--- src/rtl/reg_file_np.sv ---
// WIDTH x DEPTH register bank: one write port, two registered read ports with write-through,
// per-entry valid bits, optional hardwired-zero entry 0 and synchronous bulk clear.
module reg_file_np #(
    parameter int WIDTH    = 16,
    parameter int DEPTH    = 8,
    parameter int ZERO_REG = 1,
    localparam int AW      = (DEPTH > 1) ? $clog2(DEPTH) : 1
) (
    input  logic             clkpos,
    input  logic             rstneg,
    input  logic             clr,
    input  logic             we,
    input  logic [AW-1:0]    waddr,
    input  logic [WIDTH-1:0] wdata,
    input  logic             re_a,
    input  logic [AW-1:0]    raddr_a,
    output logic [WIDTH-1:0] rdata_a,
    output logic             rvalid_a,
    input  logic             re_b,
    input  logic [AW-1:0]    raddr_b,
    output logic [WIDTH-1:0] rdata_b,
    output logic             rvalid_b
);

    localparam logic [AW:0] DEPTH_W = (AW + 1)'(DEPTH);

    logic [WIDTH-1:0] mem_q [DEPTH];
    logic [WIDTH-1:0] mem_d [DEPTH];
    logic             vld_q [DEPTH];
    logic             vld_d [DEPTH];
    logic [WIDTH-1:0] rdata_a_q, rdata_a_d, rdata_b_q, rdata_b_d;
    logic             rvalid_a_q, rvalid_a_d, rvalid_b_q, rvalid_b_d;

    // Reads see the post-edge entry contents, so a coincident write or clear is forwarded.
    always_comb begin
        mem_d = mem_q;
        vld_d = vld_q;
        for (int i = 0; i < DEPTH; i++) begin
            if (ZERO_REG == 1 && i == 0) begin
                mem_d[i] = '0;
                vld_d[i] = 1'b1;
            end else if (we && waddr == AW'(i)) begin
                mem_d[i] = wdata;
                vld_d[i] = 1'b1;
            end else if (clr) begin
                mem_d[i] = '0;
                vld_d[i] = 1'b0;
            end
        end

        rdata_a_d  = rdata_a_q;
        rvalid_a_d = rvalid_a_q;
        if (re_a) begin
            if ({1'b0, raddr_a} < DEPTH_W) begin
                rdata_a_d  = mem_d[raddr_a];
                rvalid_a_d = vld_d[raddr_a];
            end else begin
                rdata_a_d  = '0;
                rvalid_a_d = 1'b0;
            end
        end

        rdata_b_d  = rdata_b_q;
        rvalid_b_d = rvalid_b_q;
        if (re_b) begin
            if ({1'b0, raddr_b} < DEPTH_W) begin
                rdata_b_d  = mem_d[raddr_b];
                rvalid_b_d = vld_d[raddr_b];
            end else begin
                rdata_b_d  = '0;
                rvalid_b_d = 1'b0;
            end
        end
    end

    always_ff @(posedge clkpos or negedge rstneg) begin
        if (!rstneg) begin
            mem_q      <= '{default: '0};
            vld_q      <= '{default: 1'b0};
            rdata_a_q  <= '0;
            rvalid_a_q <= 1'b0;
            rdata_b_q  <= '0;
            rvalid_b_q <= 1'b0;
        end else begin
            mem_q      <= mem_d;
            vld_q      <= vld_d;
            rdata_a_q  <= rdata_a_d;
            rvalid_a_q <= rvalid_a_d;
            rdata_b_q  <= rdata_b_d;
            rvalid_b_q <= rvalid_b_d;
        end
    end

    assign rdata_a  = rdata_a_q;
    assign rvalid_a = rvalid_a_q;
    assign rdata_b  = rdata_b_q;
    assign rvalid_b = rvalid_b_q;

endmodule
--- config.mk ---
export PLATFORM = sky130hd
export DESIGN_NAME = reg_file_np
export DESIGN_NICKNAME = d
export VERILOG_FILES = /design/src/rtl/reg_file_np.sv
export SDC_FILE = /design/constraint.sdc
export NUM_CORES = 1
export LEC_CHECK = 0
export CELL_PAD_IN_SITES_DETAIL_PLACEMENT = 2
export CELL_PAD_IN_SITES_GLOBAL_PLACEMENT = 2
export CORE_UTILIZATION = 41
export CTS_CLUSTER_DIAMETER = 80
export DETAILED_ROUTE_END_ITERATION = 10
export GPL_TIMING_DRIVEN = 0
export PLACE_DENSITY_LB_ADDON = 0.08
export SLEW_MARGIN = 5
export SYNTH_ARGS = -nofsm -noshare
export SYNTH_HDL_FRONTEND = slang
export SYNTH_SLANG_ARGS = --single-unit
--- constraint.sdc ---
create_clock -name clkpos -period 2.4 [get_ports clkpos]
set_input_delay 0.48 -clock clkpos [delete_from_list [all_inputs] [get_ports clkpos]]
set_output_delay 0.48 -clock clkpos [all_outputs]
set_load 0.01 [all_outputs]
* After elaboration in Yosys (flattened, before gate mapping) *
Index checks and enable logic that the tools add are counted.

storage, ports and cells
  input port bits = 31
  word-level logic and storage cells = 76
  output and inout port bits = 34
  bits in registers = 153

cells by class
  bitwise gates (word level) = 2
  equality and inequality tests = 7
  mux-type cells = 40
  reductions and logical operators = 7
  magnitude comparators = 2

operator list
  kind                                                      number
  2-to-1 mux 16 bit                                         18
  binary-select mux 16 bit (select 3 bit)                   2
  2-to-1 mux 1 bit                                          18
  equality test 3 bit, second input constant                4
  greater-or-equal comparator 4 bit, second input constant  2
  NOT 3 -> 4 bit                                            2
  logical AND 1 bit                                         7
  binary-select mux 1 bit (select 3 bit)                    2
  equality test 3 x 2 -> 1 bit, second input constant       2
  equality test 3 x 1 -> 1 bit, second input constant       1

* Depth between registers and ports, before layout *
  depth in word-level cells = 6
  mapped depth = 8

* Least setup slack after synthesis *
Ideal clock, no wire load.

  path kind = input-to-reg
  start point = input port we
  end point = register rvalid_b_q (netlist: rvalid_b)
  path buffers = 2
  cell stages on the path = 7
  setup slack = 0.573 ns
  library setup time = 0.135 ns
  arrival = 1.691 ns
  cell sequence = buf_4 -> and4b_1 -> buf_6 -> a21o_1 -> mux2_2 -> o311ai_1 -> o22ai_1

RTL lines
  what                    RTL line  RTL
  start: declaration      12        input logic we,
  end signal: assignment  90        rvalid_b_q <= rvalid_b_d;
  end: declaration        32        logic rvalid_a_q, rvalid_a_d, rvalid_b_q, rvalid_b_d;

==> impl_metrics.json <==
{
  "worstPathMaxFanout": 10,
  "num_rows": 52,
  "dieWidth_um": 147,
  "dpl-instance-area_mm2": 0.00949,
  "critPathLaunchType": "input port",
  "grt_pass1_vias": 8626,
  "critPathSlowestCell": "clkdlybuf4s50_1",
  "setup_viol": 1,
  "start_util_pct": 42.3,
  "htreeDepth": 4,
  "fmax_mhz": 412,
  "use_met3_pct": 4.44,
  "syn_nets": 946,
  "nFillCells": 2154,
  "grt_pass1_wl_mm": 53.1,
  "synth_cells": 915,
  "avgSynthCellArea_um2": 9.47,
  "hpwlAfterDp_mm": 24.2,
  "period_share_pct": 101,
  "area_growth_pct": 19.1,
  "grt_max_degree": 89,
  "drc": 0,
  "async_flop_share_pct": 100,
  "cts_tree": "yes",
  "design_area_mm2": 0.0103,
  "synthFlopType": "dfrtp_1",
  "path_cells": "clkdlybuf4s50_1 > nor4bb_1 > buf_2 > buf_2 > o21ai_0 > a221oi_1 > a21oi_1",
  "arrival_ns": 2.70,
  "yosys.cell_types.count": 60,
  "antenna_found_initial": 0,
  "cts_buffers": 17,
  "holdWs_ns": -0.0127,
  "wire_per_inst_um": 27.9,
  "required_ns": 2.68,
  "fin_ws_ns": -0.0244,
  "critPathCaptureType": "register",
  "core-area_mm2": 0.0205,
  "insertedDiodeCount": 0,
  "cts_buffer_depth": 2,
  "vias_per_cell": 6.11,
  "ir_drop_mv": 0.534,
  "slew_viol_final": 0,
  "slew_headroom_pct": 42.3,
  "grt.busiest_layer": "met2",
  "seq_power_share_pct": 40.7,
  "rsz0062_at_grt": "true",
  "path_class": "input port to register",
  "gr-usage-all-layers_pct": 33.1,
  "seq_area_frac_synth_pct": 44.2,
  "ys_ff_latch": 153,
  "cts.clk_slew.worst_paths_ns": 0.07,
  "max-cap-violations": 0,
  "drt_first_pass_iters": 5,
  "insertion_delay_ns": 0.43,
  "gr-usage-met2_pct": 57.2,
  "portBuffers": 45,
  "clock_skew_ns": 0.00692,
  "post-route-util_pct": 50.4,
  "root_buffer": "clkbuf_16",
  "cpMostUsedCell": "buf_2",
  "synth_edf_count": 0,
  "grt-ovfl-total": 0,
  "p_leak_nw": 5.06,
  "p_sw_share_pct": 27.3,
  "p_switching_mw": 1.89,
  "place_congestion": 0.862,
  "min_path_type": "input port to async pin",
  "cell_internal_pwr_mw": 5.03,
  "report.final.hold_viol_count": 4,
  "cts_sinks": 153,
  "wl_mm": 35.2,
  "grt_use_met1_pct": 40.5,
  "critPathMaxStageDelay_ns": 0.57,
  "worstMarginPinSlew_ns": 0.865,
  "final.setup.tns_ns": -0.0244,
  "combPwrFrac_pct": 15.2,
  "io-pin-count": 65,
  "critPathBufInv": 3,
  "fp.dieH_um": 147,
  "ys.warnings.count": 0,
  "final_nets": 1011,
  "vias": 7718,
  "postCtsSetupRepairBufs": 0,
  "ant_nets": 0,
  "post-place-ws_ns": -0.845,
  "power_density_mw_per_mm2": 670,
  "fp.dieArea_mm2": 0.0217,
  "fin_crit_ns": 2.42,
  "cts_hold_buffers": 0,
  "cp_top_family": "buffers and inverters",
  "clkPwrFrac_pct": 44.1,
  "drt_iter0_markers": 536,
  "drive_gt1_share_pct": 14.0,
  "violations": "hold timing, setup timing",
  "syn_area_mm2": 0.00867,
  "status": "complete, but fails checks"
}
==> path summary, 6_finish.rpt <==
path | from | endpoint | slack (ns) | depth (start not counted)
setup / recovery | waddr[0] | rdata_b[1] | -0.02 | 7
hold / removal | rstneg | mem_q[15] | -0.01 | 1
setup reg to reg | mem_q[106] | rdata_a[10] | 0.88 | 4
hold reg to reg | vld_q[3] | vld_q[3] | 0.51 | 2
max in group asynchronous | rstneg | mem_q[101] | 1.53 | 2
min in group clkpos | wdata[12] | mem_q[76] | 0.35 | 3
==> sequential cells by signal, summed over array words and instances, names as in the netlist <==
| name | cells |
|---|---|
| mem_q | 112 |
| vld_q | 7 |
| rvalid_b | 1 |
| rvalid_a | 1 |
| rdata_a | 16 |
| rdata_b | 16 |
==> per-stage QoR <==
| step | instances | power [mW] | hold WS, ns |
|---|---|---|---|
| after global placement | 1230 | 3.81 | 0.490 |
| after global routing | 1263 | 7.11 | 0.0205 |
| after CTS | 1263 | 6.93 | 0.0150 |
| final | 1263 | 6.92 | -0.0127 |
| after detailed placement | 1231 | 3.86 | 0.472 |
| after floorplan | 915 | 3.36 | 0.184 |
==> area by class of cell <==
type	instances	area (µm²)	share of cell area [%]
multi-input cells	595	4170	40.4
flip-flops and latches	153	3830	37.1
plain buffers	89	558	5.40
repair buffers	46	483	4.68
clock buffers	21	460	4.46
well taps	270	338	3.27
inverters	78	293	2.83
clock inverters	11	194	1.88
==> synth_stat cells (2+ instances only) <==
library cell,n,area share (%)
nor2b_1,68,4.9
buf_6,7,0.91
a222oi_1,2,0.23
or3b_2,3,0.30
nor2_1,23,1.0
nand2_1,96,4.2
dfrtp_1,153,44
inv_1,77,3.3
a41o_1,2,0.23
a21o_1,5,0.43
o21ai_0,45,2.6
o31ai_1,3,0.26
nand3b_1,2,0.17
and4b_1,3,0.35
nand4_1,2,0.14
mux2_2,6,0.78
a211oi_1,17,1.5
a21oi_1,31,1.8
and3_1,3,0.22
o221ai_1,16,1.6
o2111ai_1,2,0.20
clkbuf_2,2,0.12
nand3_1,36,2.1
mux2i_1,116,13
a22oi_1,15,1.3
buf_4,12,1.0
o311ai_1,2,0.20
nand2b_1,4,0.29
clkbuf_1,43,1.9
buf_2,17,0.98
a22o_1,13,1.3
nor3b_1,2,0.17
xnor2_1,2,0.20
buf_12,3,0.69
or3b_1,10,1.0
o22ai_1,17,1.2
buf_1,5,0.22
nor3_1,13,0.75
a221oi_1,14,1.4
o32ai_1,3,0.30
==> placed cells by master (no fill, tap or decap), drive strengths merged, types with 36 or more instances in the layout <==
cell type and count:
o21ai 46, mux2i 116, nor2b 68, dfrtp 153, buf 43, clkbuf 66, nand2 96, clkdlybuf4s50 44
nand3 36, inv 78
==> routing by layer <==
metal	part of all wire (%)	vias up	routed length (µm)
met3	4.2	87	1480
met2	50	277	17700
met1	41	4027	14500
met5	0	-	0
met4	4.4	0	1550
li1	-	3327	-
==> cells by family after synthesis <==
group,after synthesis,synth area share (%)
buffers and inverters,167,9.19
muxes,122,14.2
AOI/OAI and AO/OA,195,15.3
xor gates and xnor gates,2,0.202
and+or+nand+nor,276,16.9
DFF,153,44.2
==> power groups by stage <==
stage	clock network, mW	logic, mW	registers [mW]
final	3.05	1.06	2.82
after global routing	3.17	1.12	2.82
after CTS	3.08	1.04	2.81
after detailed placement	0	1.01	2.86
after global placement	0	0.955	2.85
after floorplan	0	0.499	2.86
==> what timing repair did <==
item                                    CTS  global route
gates resized for setup                  32            34
hold endpoints to repair                  0             0
pin swaps                                 0             1
endpoints found under the setup margin   24            37
Power figures use the tool's default switching activity.
